### src/rtl/multicycle_adder.sv
// Multi-cycle adder/subtractor. It processes SLICE bits per clock, lowest slice
// first, and carries between slices in a register.
// An operation takes N = WIDTH_A/SLICE clocks from the start edge to the done pulse.
module multicycle_adder #(
    parameter int WIDTH_A = 32,
    parameter int WIDTH_B = 16,
    parameter int SLICE   = 8
) (
    input  logic               clk,
    input  logic               rst_n,
    input  logic               start,
    input  logic [WIDTH_A-1:0] op_a,
    input  logic [WIDTH_B-1:0] op_b,
    input  logic               sub,
    input  logic               sign_ext,
    output logic               busy,
    output logic               done,
    output logic [WIDTH_A-1:0] result,
    output logic               carry_out,
    output logic               overflow
);

    localparam int N  = WIDTH_A / SLICE;
    localparam int CW = (N > 1) ? $clog2(N) : 1;
    localparam logic [CW-1:0] LAST = CW'(N - 1);

    // Reject parameter sets the datapath cannot represent.
    generate
        if (WIDTH_B < 1 || WIDTH_B > WIDTH_A) begin : g_bad_wb
            $error("multicycle_adder: WIDTH_B must be in 1..WIDTH_A");
        end
        if (SLICE < 1 || (WIDTH_A % SLICE) != 0) begin : g_bad_slice
            $error("multicycle_adder: WIDTH_A must be a multiple of SLICE");
        end
    endgenerate

    typedef enum logic [1:0] {IDLE = 2'd0, RUN = 2'd1, DONE = 2'd2} state_t;

    state_t             state_q;
    logic [CW-1:0]      cnt_q;
    logic [WIDTH_A-1:0] a_q;
    logic [WIDTH_A-1:0] b_q;       // op_b after extension and optional inversion
    logic               carry_q;   // carry into the current slice
    logic [WIDTH_A-1:0] sum_q;     // partial sum, filled in slice by slice
    logic [WIDTH_A-1:0] result_q;
    logic               carry_out_q;
    logic               overflow_q;
    logic               busy_q;
    logic               done_q;

    logic [WIDTH_A-1:0] b_ext;
    logic [WIDTH_A-1:0] b_mask;
    logic [SLICE-1:0]   a_sl;
    logic [SLICE-1:0]   b_sl;
    logic [SLICE:0]     sl_sum;
    logic               c_msb_in;
    logic [WIDTH_A-1:0] sum_d;

    // Extend op_b to the datapath width. The mask covers the bits above
    // WIDTH_B. It is empty when WIDTH_B == WIDTH_A because the shift wraps to 0.
    always_comb begin
        b_mask = ~((WIDTH_A'(1) << WIDTH_B) - WIDTH_A'(1));
        b_ext  = WIDTH_A'(op_b);
        if (sign_ext && op_b[WIDTH_B-1]) begin
            b_ext = b_ext | b_mask;
        end
    end

    // Add one slice. The carry into the slice MSB is recovered from the sum
    // bit, so overflow can be formed when the top slice is added.
    always_comb begin
        a_sl     = a_q[cnt_q*SLICE +: SLICE];
        b_sl     = b_q[cnt_q*SLICE +: SLICE];
        sl_sum   = {1'b0, a_sl} + {1'b0, b_sl} + (SLICE+1)'(carry_q);
        c_msb_in = a_sl[SLICE-1] ^ b_sl[SLICE-1] ^ sl_sum[SLICE-1];
        sum_d    = sum_q;
        sum_d[cnt_q*SLICE +: SLICE] = sl_sum[SLICE-1:0];
    end

    // Control FSM and datapath registers. Results update only on the last slice.
    always_ff @(posedge clk or negedge rst_n) begin
        if (!rst_n) begin
            state_q     <= IDLE;
            cnt_q       <= '0;
            a_q         <= '0;
            b_q         <= '0;
            carry_q     <= 1'b0;
            sum_q       <= '0;
            result_q    <= '0;
            carry_out_q <= 1'b0;
            overflow_q  <= 1'b0;
            busy_q      <= 1'b0;
            done_q      <= 1'b0;
        end else begin
            case (state_q)
                IDLE, DONE: begin
                    done_q <= 1'b0;
                    if (start) begin
                        a_q     <= op_a;
                        b_q     <= sub ? ~b_ext : b_ext;
                        carry_q <= sub;
                        cnt_q   <= '0;
                        sum_q   <= '0;
                        busy_q  <= 1'b1;
                        state_q <= RUN;
                    end else begin
                        state_q <= IDLE;
                    end
                end
                RUN: begin
                    sum_q   <= sum_d;
                    carry_q <= sl_sum[SLICE];
                    cnt_q   <= cnt_q + CW'(1);
                    if (cnt_q == LAST) begin
                        result_q    <= sum_d;
                        carry_out_q <= sl_sum[SLICE];
                        overflow_q  <= sl_sum[SLICE] ^ c_msb_in;
                        busy_q      <= 1'b0;
                        done_q      <= 1'b1;
                        state_q     <= DONE;
                    end
                end
                default: begin
                    busy_q  <= 1'b0;
                    done_q  <= 1'b0;
                    state_q <= IDLE;
                end
            endcase
        end
    end

    assign busy      = busy_q;
    assign done      = done_q;
    assign result    = result_q;
    assign carry_out = carry_out_q;
    assign overflow  = overflow_q;

endmodule

### config.mk
export PLATFORM = sky130hd
export DESIGN_NAME = multicycle_adder
export DESIGN_NICKNAME = d
export VERILOG_FILES = /design/src/rtl/multicycle_adder.sv
export SDC_FILE = /design/constraint.sdc
export NUM_CORES = 1
export LEC_CHECK = 0
export CORE_ASPECT_RATIO = 1.1
export CORE_UTILIZATION = 58
export DETAILED_ROUTE_END_ITERATION = 12
export GPL_TIMING_DRIVEN = 0
export PLACE_DENSITY = 0.9
export SYNTH_ARGS = -nofsm -noshare
export SYNTH_HDL_FRONTEND = slang
export SYNTH_SLANG_ARGS = --single-unit
### constraint.sdc
create_clock -name clk -period 8.6 [get_ports clk]
set_input_delay 1.72 -clock clk [delete_from_list [all_inputs] [get_ports clk]]
set_output_delay 1.72 -clock clk [all_outputs]
set_load 0.01 [all_outputs]
==> impl_metrics.prom, run 1 <==
# TYPE chip_impl_metric gauge
chip_impl_info{name="result_of_the_run",value="finished clean"} 1
chip_impl_metric{name="clock-skew-final",unit="ps"} 9.20
chip_impl_metric{name="vias_in_the_first_global_route",unit=""} 4696
chip_impl_metric{name="cts.clk_slew.worst_paths",unit="ps"} 60
chip_impl_metric{name="cp.buffers_inverters",unit=""} 2
chip_impl_metric{name="cts_made_buffers",unit=""} 17
chip_impl_metric{name="synth-seq-area-share",unit="%"} 52.8
chip_impl_metric{name="routed-via-count",unit=""} 4566
chip_impl_metric{name="grt_first_pass_wirelength",unit="um"} 23700
chip_impl_info{name="worst_r2r_endpoint",value="sum_q[4]"} 1
chip_impl_metric{name="portBuffers",unit=""} 87
chip_impl_metric{name="num_io_pins",unit=""} 89
chip_impl_info{name="hold_path.class",value="reg -> reg"} 1
chip_impl_metric{name="cp_max_fo",unit=""} 10
chip_impl_metric{name="number_of_synthesized_register_bits",unit=""} 121
chip_impl_metric{name="timing_worst_slew_pin_value",unit="ps"} 705
chip_impl_metric{name="reg2reg_slack",unit="ps"} 4850
chip_impl_info{name="tritoncts",value="done"} 1
chip_impl_metric{name="initial_core_util",unit="%"} 60.4
chip_impl_metric{name="finished_core_util",unit="%"} 77.1
chip_impl_metric{name="detail_route.vias_per_cell",unit=""} 6.22
chip_impl_metric{name="grt.total_usage",unit="%"} 29.7
chip_impl_info{name="critical_path_endpoint",value="sum_q[4]"} 1
chip_impl_metric{name="vdd.ir_drop.worst",unit="mV"} 0.316
chip_impl_info{name="end_kind",value="flop"} 1
chip_impl_metric{name="worst_ep_arrival_time",unit="ps"} 4150
chip_impl_metric{name="cts.sinks",unit=""} 121
chip_impl_metric{name="rr_worst_depth",unit=""} 11
chip_impl_metric{name="setup_tns",unit="ps"} 0
chip_impl_info{name="cts-root-buf",value="sky130_fd_sc_hd__clkbuf_8"} 1
chip_impl_metric{name="worstSetupPathDepth",unit=""} 11
chip_impl_metric{name="number_of_antenna_cells_inserted",unit=""} 0
chip_impl_metric{name="gr-total-overflow",unit=""} 0
chip_impl_info{name="timing.critical_path.from_type",value="flop"} 1
chip_impl_metric{name="crit_required",unit="ps"} 9000
chip_impl_metric{name="gp_routability_congestion",unit=""} 0.836
chip_impl_info{name="slowest_stage_cell_cp",value="sky130_fd_sc_hd__dfrtp_1"} 1
chip_impl_metric{name="drc",unit=""} 0
chip_impl_info{name="r2r-start",value="cnt_q[0]"} 1
chip_impl_metric{name="ys_warn_count",unit=""} 0
chip_impl_info{name="mostFrequentLayoutCell",value="sky130_fd_sc_hd__dfrtp_1"} 1
chip_impl_metric{name="placeable_core_region",unit="sq mm"} 0.00949
chip_impl_metric{name="layout_worst_path_cycle_share",unit="%"} 43.5
chip_impl_metric{name="wirelength",unit="um"} 14400
chip_impl_metric{name="clock_tree.htree_level_count",unit=""} 4
chip_impl_metric{name="syn-cell-area",unit="sq mm"} 0.00574
chip_impl_metric{name="powerDensity",unit="mW/mm^2"} 483
chip_impl_info{name="rsz0062_at_grt",value="false"} 1
chip_impl_metric{name="drv_cap",unit=""} 0
chip_impl_info{name="synth_ff_type",value="sky130_fd_sc_hd__dfrtp_1"} 1
chip_impl_metric{name="max_freq",unit="GHz"} 0.267
chip_impl_metric{name="placed_cells_incl_taps",unit=""} 702
chip_impl_metric{name="finalSetupViolCount",unit=""} 0
chip_impl_metric{name="ys_async_sr_fraction",unit="%"} 100
chip_impl_info{name="timing.setup.critical_path_class",value="reg -> reg"} 1
chip_impl_metric{name="nNetsFinal",unit=""} 672
chip_impl_metric{name="drtPass1Iterations",unit=""} 7
chip_impl_info{name="ordered_list_of_cells_on_the_worst_path",value="buf_2, buf_2, mux2_2, o21ai_0, fa_1, fa_1, nand2b_1, a21boi_0, o21ai_0, and2_1, a22o_1"} 1
chip_impl_metric{name="final_hold_viol_count",unit=""} 0
chip_impl_metric{name="wl_per_cell",unit="um"} 19.6
chip_impl_metric{name="ant_nets",unit=""} 0
chip_impl_metric{name="post_route_cells_drive_above_1_share",unit="%"} 17.2
chip_impl_metric{name="x_dimension_of_the_die",unit="um"} 96.8
chip_impl_metric{name="maxSlewViolCount",unit=""} 0
chip_impl_metric{name="postCtsSetupBuffers",unit=""} 0
chip_impl_metric{name="slew_headroom",unit="%"} 52.5
chip_impl_metric{name="layout.filler_cells",unit=""} 566
chip_impl_info{name="dominant_delay_contributor_by_cell_family_on_the_critical_path",value="compound AO/OA/AOI/OAI gates"} 1
chip_impl_metric{name="layout_min_cycle_time",unit="ps"} 3750
chip_impl_metric{name="synthDistinctLibCells",unit=""} 46
chip_impl_metric{name="core.rowCount",unit=""} 37
chip_impl_metric{name="synth-edff-count",unit=""} 0
chip_impl_info{name="worst_setup_path_startpoint",value="cnt_q[0]"} 1
chip_impl_metric{name="grt_start_max_net_pins",unit=""} 77
chip_impl_metric{name="area_delta_synth_final",unit="%"} 27.6
chip_impl_metric{name="ff_latch_area",unit="sq mm"} 0.00303
chip_impl_metric{name="maximum_single_stage_delay_on_the_critical_path",unit="ps"} 450
chip_impl_info{name="final_cell_mix",value="121 x sky130_fd_sc_hd__dfrtp_1, 86 x sky130_fd_sc_hd__clkdlybuf4s50_1, 42 x sky130_fd_sc_hd__nand2_1"} 1
chip_impl_metric{name="antenna_found_initial",unit=""} 0
chip_impl_metric{name="postCtsResizedCells",unit=""} 0
chip_impl_metric{name="postSynthNetCount",unit=""} 565
chip_impl_metric{name="final_hold_slack",unit="ps"} 477
chip_impl_metric{name="syn-instance-count",unit=""} 497
chip_impl_metric{name="die_area",unit="sq mm"} 0.0103
chip_impl_metric{name="instances_no_fill",unit=""} 734
chip_impl_metric{name="clock_tree.buffer_depth",unit=""} 2
chip_impl_metric{name="holdBufCountCts",unit=""} 0
chip_impl_metric{name="cellLeakagePower",unit="uW"} 0.00310
chip_impl_metric{name="place_hpwl",unit="um"} 9820
chip_impl_metric{name="dieHeight",unit="um"} 106
chip_impl_metric{name="first_iter_violations",unit=""} 431
chip_impl_metric{name="multiInputGateArea",unit="sq mm"} 0.00255
chip_impl_metric{name="clock_latency",unit="ps"} 520
chip_impl_metric{name="syn_area_per_cell",unit="sq um"} 11.5
==> where the power goes <==
group	internal, uW	switching [uW]
clock	388	255
sequential	819	155
combinational	782	1140
==> cell type report <==
cell class,instances,area share (%)
Sequential cell,121,41.4
Clock inverter,12,1.40
Timing Repair Buffer,88,12.2
Clock buffer,20,5.95
Buffer,24,1.45
Inverter,14,0.718
Multi-Input combinational cell,338,34.8
Tap cell,117,2.00
==> worst register-to-register path: cells and delay by family, from the launching register on <==
kind                     cells  cell delay (ps)
AO/OA/AOI/OAI                4              890
adder cells (fa/ha/maj)      2              860
buffers and inverters        2              730
AND/OR/NAND/NOR              2              480
flip-flops                   1              450
multiplexers                 1              230
==> cells by family after synthesis <==
kind of cell / count (synthesis) / share of synthesized area, %
multiplexers: 52 / 11.6
flip-flops: 121 / 52.8
buffers and inverters: 38 / 2.77
XOR/XNOR: 20 / 3.38
AND/OR/NAND/NOR: 110 / 9.14
adder cells (fa/ha/maj): 15 / 3.53
AO/OA/AOI/OAI: 141 / 16.7
==> how the worst min path moves through the flow <==
stage | depth (start not counted) | to | slack [ps] | startpoint
2_1_floorplan | 2 | sum_q[23] | 440 | sum_q[23]
3_3_place_gp | 2 | sum_q[31] | 460 | sum_q[31]
3_5_place_dp | 2 | result[13] | 470 | result[13]
4_1_cts | 2 | result[13] | 480 | result[13]
5_1_grt | 2 | sum_q[31] | 490 | sum_q[31]
6_report | 2 | result[13] | 480 | result[13]
==> sequential cells by signal (all words and copies together) (netlist names) <==
signal and cells:
carry_q 1, state_q 2, sum_q 32, cnt_q 2, a_q 32, b_q 17, overflow 1, busy 1
carry_out 1, result 32
==> synth_stat cells, types with 2 or more instances <==
cell type                     n  area (sq um)
sky130_fd_sc_hd__and2_4       2          17.5
sky130_fd_sc_hd__or4_4        2          22.5
sky130_fd_sc_hd__inv_1       11          41.3
sky130_fd_sc_hd__nor2_1      39           146
sky130_fd_sc_hd__mux4_2       8           180
sky130_fd_sc_hd__nor2_2       2          12.5
sky130_fd_sc_hd__fa_1         2          40.0
sky130_fd_sc_hd__buf_2       13          65.1
sky130_fd_sc_hd__or3_1        2          12.5
sky130_fd_sc_hd__a21boi_0     2          15.0
sky130_fd_sc_hd__or3_4        2          22.5
sky130_fd_sc_hd__and2_1       2          12.5
sky130_fd_sc_hd__o31ai_1      4          30.0
sky130_fd_sc_hd__nor4_2       2          25.0
sky130_fd_sc_hd__xnor2_1     18           158
sky130_fd_sc_hd__a22o_1      21           184
sky130_fd_sc_hd__nand2_1     42           158
sky130_fd_sc_hd__mux2_2      38           428
sky130_fd_sc_hd__ha_1        13           163
sky130_fd_sc_hd__a31oi_4      2          42.5
sky130_fd_sc_hd__a21o_1       3          22.5
sky130_fd_sc_hd__dfrtp_1    121          3030
sky130_fd_sc_hd__o2bb2ai_1    4          35.0
sky130_fd_sc_hd__o21ai_1      5          25.0
sky130_fd_sc_hd__nand2b_1     5          31.3
sky130_fd_sc_hd__nor2b_1      2          12.5
sky130_fd_sc_hd__and3_1       5          31.3
sky130_fd_sc_hd__clkinv_1     3          11.3
sky130_fd_sc_hd__a21oi_1     36           180
sky130_fd_sc_hd__o21ai_0     38           190
sky130_fd_sc_hd__buf_1        5          18.8
sky130_fd_sc_hd__a221oi_1     4          35.0
sky130_fd_sc_hd__mux2i_1      6          60.1
sky130_fd_sc_hd__clkbuf_1     6          22.5
sky130_fd_sc_hd__a32oi_1     16           140
==> metal layers <==
layer / global-route usage [%] / share of wire, % / wire length, um
met2: 51.6 / 52 / 7430
met4: 14.2 / 3.7 / 527
met1: 35.0 / 39 / 5530
met5: 0 / 0 / 0
met3: 6.90 / 6.1 / 869
==> metrics by stage <==
step                      power [uW]  setup WS, ps  area (sq um)
final                           3540          4850          7320
after CTS                       3510          4910          7320
after detailed placement        2830          4930          6780
after global routing            3730          4670          7320
after global placement          2730          1470          6750
after floorplan                 2230          5550          5740
Power figures use the tool's default switching activity.
==> run 2, diff against run 1 <==
- CORE_UTILIZATION: 58 -> 49
- PLACE_DENSITY: 0.9 -> 0.82
- clock period: 8.6 -> 3.1 ns (I/O delays scaled with it)
==> run 2 against run 1 <==
Against the previous run: core utilization down 11 points; clock skew decreased by 0.69 ps; fmax is 23% higher; critical endpoint is now sum_q[3]; largest power group unchanged; clock power rose to 3.1 times the previous value; worst hold slack lost 440 ps; count of clock-buffer cells in the layout stayed put; wire length down 3.8%.
==> impl_metrics.prom, run 2 (synthesized netlist as in run 1, its figures left out) <==
# TYPE chip_impl_metric gauge
chip_impl_metric{name="routed-via-count",unit=""} 4485
chip_impl_metric{name="detail_route.vias_per_cell",unit=""} 5.85
chip_impl_metric{name="placeable_core_region",unit="sq mm"} 0.0114
chip_impl_metric{name="powerDensity",unit="mW/mm^2"} 1370
chip_impl_metric{name="timing_worst_slew_pin_value",unit="ps"} 762
chip_impl_metric{name="gr-total-overflow",unit=""} 0
chip_impl_metric{name="place_hpwl",unit="um"} 9620
chip_impl_metric{name="cts.clk_slew.worst_paths",unit="ps"} 50
chip_impl_metric{name="drtPass1Iterations",unit=""} 5
chip_impl_metric{name="wl_per_cell",unit="um"} 18.0
chip_impl_metric{name="placed_cells_incl_taps",unit=""} 735
chip_impl_metric{name="worst_ep_arrival_time",unit="ps"} 3400
chip_impl_metric{name="clock_tree.buffer_depth",unit=""} 2
chip_impl_metric{name="post-route-worst-setup-slack",unit="ps"} 46.3
chip_impl_metric{name="grt_start_max_net_pins",unit=""} 103
chip_impl_info{name="tritoncts",value="done"} 1
chip_impl_metric{name="max_freq",unit="GHz"} 0.327
chip_impl_metric{name="grt.total_usage",unit="%"} 24.6
chip_impl_metric{name="number_of_antenna_cells_inserted",unit=""} 0
chip_impl_metric{name="core.rowCount",unit=""} 41
chip_impl_metric{name="dpl_worst_slack",unit="ps"} -609
chip_impl_metric{name="final_design_area_no_fill",unit="sq mm"} 0.00750
chip_impl_metric{name="cp_max_fo",unit=""} 10
chip_impl_metric{name="clock-skew-final",unit="ps"} 8.50
chip_impl_metric{name="final_hold_slack",unit="ps"} 34.4
chip_impl_metric{name="layout_worst_path_cycle_share",unit="%"} 98.5
chip_impl_metric{name="slew_headroom",unit="%"} 49.2
chip_impl_metric{name="nNetsFinal",unit=""} 672
chip_impl_metric{name="wirelength",unit="um"} 13800
chip_impl_metric{name="final_hold_viol_count",unit=""} 0
chip_impl_metric{name="maxSlewViolCount",unit=""} 0
chip_impl_metric{name="antenna_found_initial",unit=""} 0
chip_impl_metric{name="grt_first_pass_wirelength",unit="um"} 22700
chip_impl_metric{name="cts.sinks",unit=""} 121
chip_impl_metric{name="initial_core_util",unit="%"} 50.1
chip_impl_metric{name="gp_routability_congestion",unit=""} 0.824
chip_impl_metric{name="placed_cell_area",unit="sq mm"} 0.00682
chip_impl_metric{name="ant_nets",unit=""} 0
chip_impl_metric{name="cts_made_buffers",unit=""} 17
chip_impl_info{name="final_cell_mix",value="119 x sky130_fd_sc_hd__dfrtp_1, 86 x sky130_fd_sc_hd__clkdlybuf4s50_1, 42 x sky130_fd_sc_hd__nand2_1"} 1
chip_impl_metric{name="finalSetupViolCount",unit=""} 0
chip_impl_metric{name="portBuffers",unit=""} 87
chip_impl_metric{name="instances_no_fill",unit=""} 767
chip_impl_metric{name="first_iter_violations",unit=""} 153
chip_impl_metric{name="post_route_cells_drive_above_1_share",unit="%"} 19.3
chip_impl_metric{name="finished_core_util",unit="%"} 65.6
chip_impl_metric{name="die_area",unit="sq mm"} 0.0121
chip_impl_metric{name="dieHeight",unit="um"} 115
chip_impl_metric{name="x_dimension_of_the_die",unit="um"} 105
chip_impl_metric{name="vias_in_the_first_global_route",unit=""} 4573
chip_impl_metric{name="clock_tree.htree_level_count",unit=""} 4
chip_impl_metric{name="clock_latency",unit="ps"} 420
chip_impl_metric{name="drv_cap",unit=""} 0
chip_impl_info{name="timing.critical_path.from_type",value="flop"} 1
chip_impl_info{name="mostFrequentLayoutCell",value="sky130_fd_sc_hd__dfrtp_1"} 1
chip_impl_metric{name="drc",unit=""} 0
chip_impl_metric{name="crit_required",unit="ps"} 3450
chip_impl_metric{name="cellLeakagePower",unit="uW"} 0.00315
chip_impl_metric{name="area_delta_synth_final",unit="%"} 30.8
chip_impl_info{name="cts-root-buf",value="sky130_fd_sc_hd__clkbuf_16"} 1
chip_impl_metric{name="holdBufCountCts",unit=""} 0
chip_impl_metric{name="num_io_pins",unit=""} 89
chip_impl_metric{name="vdd.ir_drop.worst",unit="mV"} 0.865
chip_impl_info{name="timing.setup.critical_path_class",value="reg -> reg"} 1
chip_impl_metric{name="layout_min_cycle_time",unit="ps"} 3050
chip_impl_info{name="hold_path.class",value="in -> async"} 1
chip_impl_info{name="result_of_the_run",value="finished clean"} 1
chip_impl_info{name="end_kind",value="flop"} 1
-- run 2: cell count changes in the layout (fill, tap and decap cells not counted), moves of 2 or more --
cell	before	now
sky130_fd_sc_hd__dfrtp_1	121	119
sky130_fd_sc_hd__buf_6	0	2
sky130_fd_sc_hd__dfrtp_2	0	2
sky130_fd_sc_hd__buf_2	13	11
sky130_fd_sc_hd__o21ai_2	0	2
sky130_fd_sc_hd__bufinv_16	1	3
sky130_fd_sc_hd__o21ai_0	38	36
-- run 2: report_power, final --
group | leakage (uW) | internal [uW] | switching (uW)
Combinational | 0.00133 | 2340 | 3250
Clock | 0.000286 | 1280 | 700
Sequential | 0.00153 | 2280 | 407
-- run 2: routing by layer --
layer / routed length, um / vias up / GRT usage (%) / share of wire (%)
met5: 0 / - / 0 / 0
met4: 347 / 0 / 11.8 / 2.5
met3: 788 / 35 / 5.74 / 5.7
met1: 5510 / 2232 / 28.8 / 40
li1: - / 2031 / - / -
met2: 7170 / 187 / 43.0 / 52
-- run 2: cell type report --
cell class                 instances  area, sq um
timing repair buffer              88          900
clock inverter                    12          150
buffer                            24          126
multi-input combinational        338         2610
inverter                          14         56.3
sequential                       121         3030
tap                              150          188
clock buffer                      20          447
fill                             898         3940
-- run 2: worst max-delay path, cell delays in order, from the launching register on --
cell and delay (ps):
sky130_fd_sc_hd__dfrtp_2 440, sky130_fd_sc_hd__buf_8 190, sky130_fd_sc_hd__buf_6 180, sky130_fd_sc_hd__mux2_2 350, sky130_fd_sc_hd__o21ai_1 170, sky130_fd_sc_hd__fa_2 250
sky130_fd_sc_hd__nand2b_1 170, sky130_fd_sc_hd__a21boi_0 150, sky130_fd_sc_hd__o21ai_0 600, sky130_fd_sc_hd__and2_1 320, sky130_fd_sc_hd__a22o_1 170
-- run 2: what timing repair did --
| action | in CTS | in global routing |
|---|---|---|
| resized for setup | 14 | 10 |
| pin swaps | 1 | 0 |
| setup endpoints to repair | 55 | 28 |
| setup buffers | 0 | 0 |
-- run 2: final timing paths --
kind                                 start          to  slack (ps)  cells after the start
worst max-delay path              cnt_q[0]    sum_q[3]          50                     10
worst min-delay path                 rst_n  result[27]          30                      1
worst max register to register    cnt_q[0]    sum_q[3]          50                     10
worst min register to register  result[19]  result[19]         480                      2
max in group asynchronous            rst_n    cnt_q[1]        2300                      2
min in group clk                result[19]  result[19]         480                      2
-- run 2: metrics by stage --
stage / TNS [ps] / power [uW]
after floorplan: 0 / 6200
after global placement: -368990 / 7660
after detailed placement: -13430 / 7830
after CTS: -84.9 / 10000
after global routing: -129 / 10900
final: 0 / 10200
==> run 3, diff against run 2 <==
- ABC_AREA: not set -> 1
- CAP_MARGIN: not set -> 30
- CORE_MARGIN: not set -> 5
- PLACE_DENSITY: 0.82 -> 0.81
==> run 3 against run 2 <==
Against the previous run: non-clock buffer count is 10 higher; fmax increased by 4.0%; flip-flop and latch count is the same; wire length rose by 6.8%; critical path depth grew 5; register-to-register slack improved by 120 ps; critical path type unchanged.
==> impl_metrics.prom, run 3 <==
# TYPE chip_impl_metric gauge
chip_impl_metric{name="drtPass1Iterations",unit=""} 6
chip_impl_metric{name="finalSetupViolCount",unit=""} 0
chip_impl_metric{name="post-route-worst-setup-slack",unit="ps"} 164
chip_impl_metric{name="number_of_antenna_cells_inserted",unit=""} 0
chip_impl_metric{name="cts_made_buffers",unit=""} 17
chip_impl_info{name="dominant_delay_contributor_by_cell_family_on_the_critical_path",value="simple AND/OR/NAND/NOR gates"} 1
chip_impl_info{name="mostFrequentLayoutCell",value="sky130_fd_sc_hd__nand2_1"} 1
chip_impl_metric{name="maximum_single_stage_delay_on_the_critical_path",unit="ps"} 440
chip_impl_metric{name="crit_required",unit="ps"} 3410
chip_impl_metric{name="wl_per_cell",unit="um"} 15.3
chip_impl_metric{name="placed_cells_incl_taps",unit=""} 927
chip_impl_metric{name="synth_top_area_share",unit="%"} 51.0
chip_impl_metric{name="clock-skew-final",unit="ps"} 6.80
chip_impl_info{name="cts-root-buf",value="sky130_fd_sc_hd__clkbuf_16"} 1
chip_impl_info{name="synth_ff_type",value="sky130_fd_sc_hd__dfrtp_1"} 1
chip_impl_metric{name="grt.total_usage",unit="%"} 21.5
chip_impl_metric{name="drv_cap",unit=""} 0
chip_impl_metric{name="first_iter_violations",unit=""} 259
chip_impl_info{name="netlist_top_cells_count",value="246 x sky130_fd_sc_hd__nand2_1, 121 x sky130_fd_sc_hd__dfrtp_1, 47 x sky130_fd_sc_hd__inv_1, 44 x sky130_fd_sc_hd__o21ai_0, 31 x sky130_fd_sc_hd__mux2_2"} 1
chip_impl_info{name="result_of_the_run",value="finished clean"} 1
chip_impl_metric{name="drc",unit=""} 0
chip_impl_metric{name="vias_in_the_first_global_route",unit=""} 5005
chip_impl_info{name="end_kind",value="flop"} 1
chip_impl_metric{name="place_hpwl",unit="um"} 10600
chip_impl_metric{name="layout_worst_path_cycle_share",unit="%"} 94.7
chip_impl_metric{name="max_freq",unit="GHz"} 0.341
chip_impl_metric{name="cellLeakagePower",unit="uW"} 0.00365
chip_impl_metric{name="synthDistinctLibCells",unit=""} 36
chip_impl_metric{name="core.rowCount",unit=""} 42
chip_impl_metric{name="detail_route.vias_per_cell",unit=""} 5.23
chip_impl_info{name="synth.area.top_cells",value="sky130_fd_sc_hd__dfrtp_1 51%, sky130_fd_sc_hd__nand2_1 16%, sky130_fd_sc_hd__mux2_2 5.9%"} 1
chip_impl_metric{name="ant_nets",unit=""} 0
chip_impl_metric{name="cp_max_fo",unit=""} 16
chip_impl_metric{name="final_hold_viol_count",unit=""} 0
chip_impl_metric{name="cp.buffers_inverters",unit=""} 2
chip_impl_metric{name="worstSetupPathDepth",unit=""} 15
chip_impl_info{name="hold_path.class",value="in -> async"} 1
chip_impl_metric{name="syn_area_per_cell",unit="sq um"} 8.67
chip_impl_metric{name="slew_headroom",unit="%"} 65.6
chip_impl_metric{name="dpl_worst_slack",unit="ps"} -149
chip_impl_metric{name="timing_worst_slew_pin_value",unit="ps"} 513
chip_impl_metric{name="rr_worst_depth",unit=""} 15
chip_impl_info{name="final_cell_mix",value="246 x sky130_fd_sc_hd__nand2_1, 119 x sky130_fd_sc_hd__dfrtp_1, 86 x sky130_fd_sc_hd__clkdlybuf4s50_1"} 1
chip_impl_metric{name="wirelength",unit="um"} 14700
chip_impl_metric{name="gp_routability_congestion",unit=""} 0.875
chip_impl_metric{name="synth-seq-area-share",unit="%"} 51.0
chip_impl_info{name="yosys.cell_count.top_type",value="sky130_fd_sc_hd__nand2_1"} 1
chip_impl_metric{name="postSynthNetCount",unit=""} 753
chip_impl_metric{name="die_area",unit="sq mm"} 0.0144
chip_impl_metric{name="syn-cell-area",unit="sq mm"} 0.00594
chip_impl_metric{name="dieHeight",unit="um"} 125
chip_impl_metric{name="portBuffers",unit=""} 87
chip_impl_info{name="timing.critical_path.from_type",value="flop"} 1
chip_impl_metric{name="routed-via-count",unit=""} 5035
chip_impl_metric{name="ys_async_sr_fraction",unit="%"} 100
chip_impl_metric{name="syn-instance-count",unit=""} 685
chip_impl_metric{name="placed_cell_area",unit="sq mm"} 0.00703
chip_impl_metric{name="antenna_found_initial",unit=""} 0
chip_impl_metric{name="worst_ep_arrival_time",unit="ps"} 3250
chip_impl_metric{name="grt_first_pass_wirelength",unit="um"} 24500
chip_impl_metric{name="gr-total-overflow",unit=""} 0
chip_impl_metric{name="vdd.ir_drop.worst",unit="mV"} 0.755
chip_impl_metric{name="ys_warn_count",unit=""} 0
chip_impl_metric{name="cts.sinks",unit=""} 121
chip_impl_info{name="tritoncts",value="done"} 1
chip_impl_metric{name="final_design_area_no_fill",unit="sq mm"} 0.00769
chip_impl_metric{name="powerDensity",unit="mW/mm^2"} 1240
chip_impl_metric{name="grt_start_max_net_pins",unit=""} 72
chip_impl_info{name="synth.largest_area_cell",value="sky130_fd_sc_hd__dfrtp_1"} 1
chip_impl_info{name="timing.setup.critical_path_class",value="reg -> reg"} 1
chip_impl_metric{name="x_dimension_of_the_die",unit="um"} 115
chip_impl_metric{name="clock_latency",unit="ps"} 420
chip_impl_metric{name="num_io_pins",unit=""} 89
chip_impl_metric{name="clock_tree.buffer_depth",unit=""} 2
chip_impl_metric{name="post_route_cells_drive_above_1_share",unit="%"} 15.2
chip_impl_metric{name="area_delta_synth_final",unit="%"} 29.5
chip_impl_metric{name="number_of_synthesized_register_bits",unit=""} 121
chip_impl_metric{name="synth-edff-count",unit=""} 0
chip_impl_metric{name="initial_core_util",unit="%"} 49.6
chip_impl_metric{name="instances_no_fill",unit=""} 963
chip_impl_metric{name="placeable_core_region",unit="sq mm"} 0.0120
chip_impl_metric{name="maxSlewViolCount",unit=""} 0
chip_impl_info{name="ordered_list_of_cells_on_the_worst_path",value="clkinv_2, clkbuf_1, o21ai_0, o22ai_1, ha_1, a21oi_1, nand2_1, nand2_1, nand2_1, nand2_1, nand2_2, nand4_1, nand2_1, nand2_1, nand2_1"} 1
chip_impl_info{name="slowest_stage_cell_cp",value="sky130_fd_sc_hd__dfrtp_2"} 1
chip_impl_metric{name="nNetsFinal",unit=""} 864
chip_impl_metric{name="layout_min_cycle_time",unit="ps"} 2940
chip_impl_metric{name="cts.clk_slew.worst_paths",unit="ps"} 60
chip_impl_info{name="timing.critical_path.mode_cell",value="sky130_fd_sc_hd__nand2_1"} 1
chip_impl_metric{name="clock_tree.htree_level_count",unit=""} 4
## run 3: cell types whose count changed in the layout (fill, tap and decap cells not counted), moves of 14 or more
cell | before | now
sky130_fd_sc_hd__nand2_1 | 42 | 246
sky130_fd_sc_hd__o22ai_1 | 0 | 21
sky130_fd_sc_hd__nor2_1 | 38 | 24
sky130_fd_sc_hd__a32oi_1 | 15 | 1
sky130_fd_sc_hd__a21oi_1 | 35 | 20
sky130_fd_sc_hd__a22o_1 | 21 | 0
sky130_fd_sc_hd__inv_1 | 11 | 47
## run 3: cell type report
class	instances	area, sq um
fill	972	4290
tap	154	193
clock buffer	21	470
multi-input combinational	478	2570
inverter	56	211
sequential	121	3030
clock inverter	11	121
buffer	29	159
timing repair buffer	93	937
## run 3: worst paths after layout
kind                       slack, ps          to     start
max                              160  result[31]  cnt_q[0]
min                              140  result[25]     rst_n
max reg2reg                      160  result[31]  cnt_q[0]
min reg2reg                      470        busy      busy
max in group asynchronous       2250    cnt_q[0]     rst_n
min in group clk                 470        busy      busy
## run 3: metrics by stage
step / power (uW) / TNS [ps] / hold WS, ps / utilization (%)
6_report: 9570 / 0 / 135 / 64.2
3_5_place_dp: 7380 / -1430 / 458 / 58.7
4_1_cts: 9480 / 0 / 147 / 63.8
5_1_grt: 10300 / -15.0 / 180 / 64.2
2_1_floorplan: 5850 / 0 / 324 / -
3_3_place_gp: 7240 / -397800 / 455 / 58.5
## run 3: per-layer routing
metal  global-route usage, %  vias up  wire length (um)
met2                    34.6      186              7320
met3                    5.46       30               984
li1                        -     2427                 -
met4                    9.46        0               498
met1                    27.2     2392              5940
met5                       0        -                 0
## run 3: repair_timing
item | CTS | global route
endpoints found under the setup margin | 16 | 25
hold buffers | 0 | 0
setup buffers | 0 | 5
hold endpoints to repair | 0 | 0
resized for setup | 6 | 8
## run 3: where the power goes
part           switching, uW  total [uW]  internal, uW
clock network            711        1950          1240
registers                352        2600          2240
logic                   3090        5030          1940
total                   4150        9570          5420
## run 3: worst register-to-register path, cell delays in order (launching register included)
cell and delay, ps:
sky130_fd_sc_hd__dfrtp_2 440, sky130_fd_sc_hd__clkinv_2 250, sky130_fd_sc_hd__clkbuf_1 300, sky130_fd_sc_hd__o21ai_0 270, sky130_fd_sc_hd__o22ai_1 120, sky130_fd_sc_hd__ha_1 380, sky130_fd_sc_hd__a21oi_1 170, sky130_fd_sc_hd__nand2_1 140
sky130_fd_sc_hd__nand2_1 140, sky130_fd_sc_hd__nand2_1 80, sky130_fd_sc_hd__nand2_1 80, sky130_fd_sc_hd__nand2_2 100, sky130_fd_sc_hd__nand4_1 90, sky130_fd_sc_hd__nand2_1 90, sky130_fd_sc_hd__nand2_1 100, sky130_fd_sc_hd__nand2_1 50
## run 3: kinds of logic after synthesis
kind of cell | Yosys count | share of synthesized area [%]
compound gates | 107 | 9.86
xor+xnor | 20 | 3.20
fa+ha+maj | 15 | 3.41
buf+inv | 86 | 6.09
flops | 121 | 51.0
mux | 31 | 5.88
simple gates | 305 | 20.6
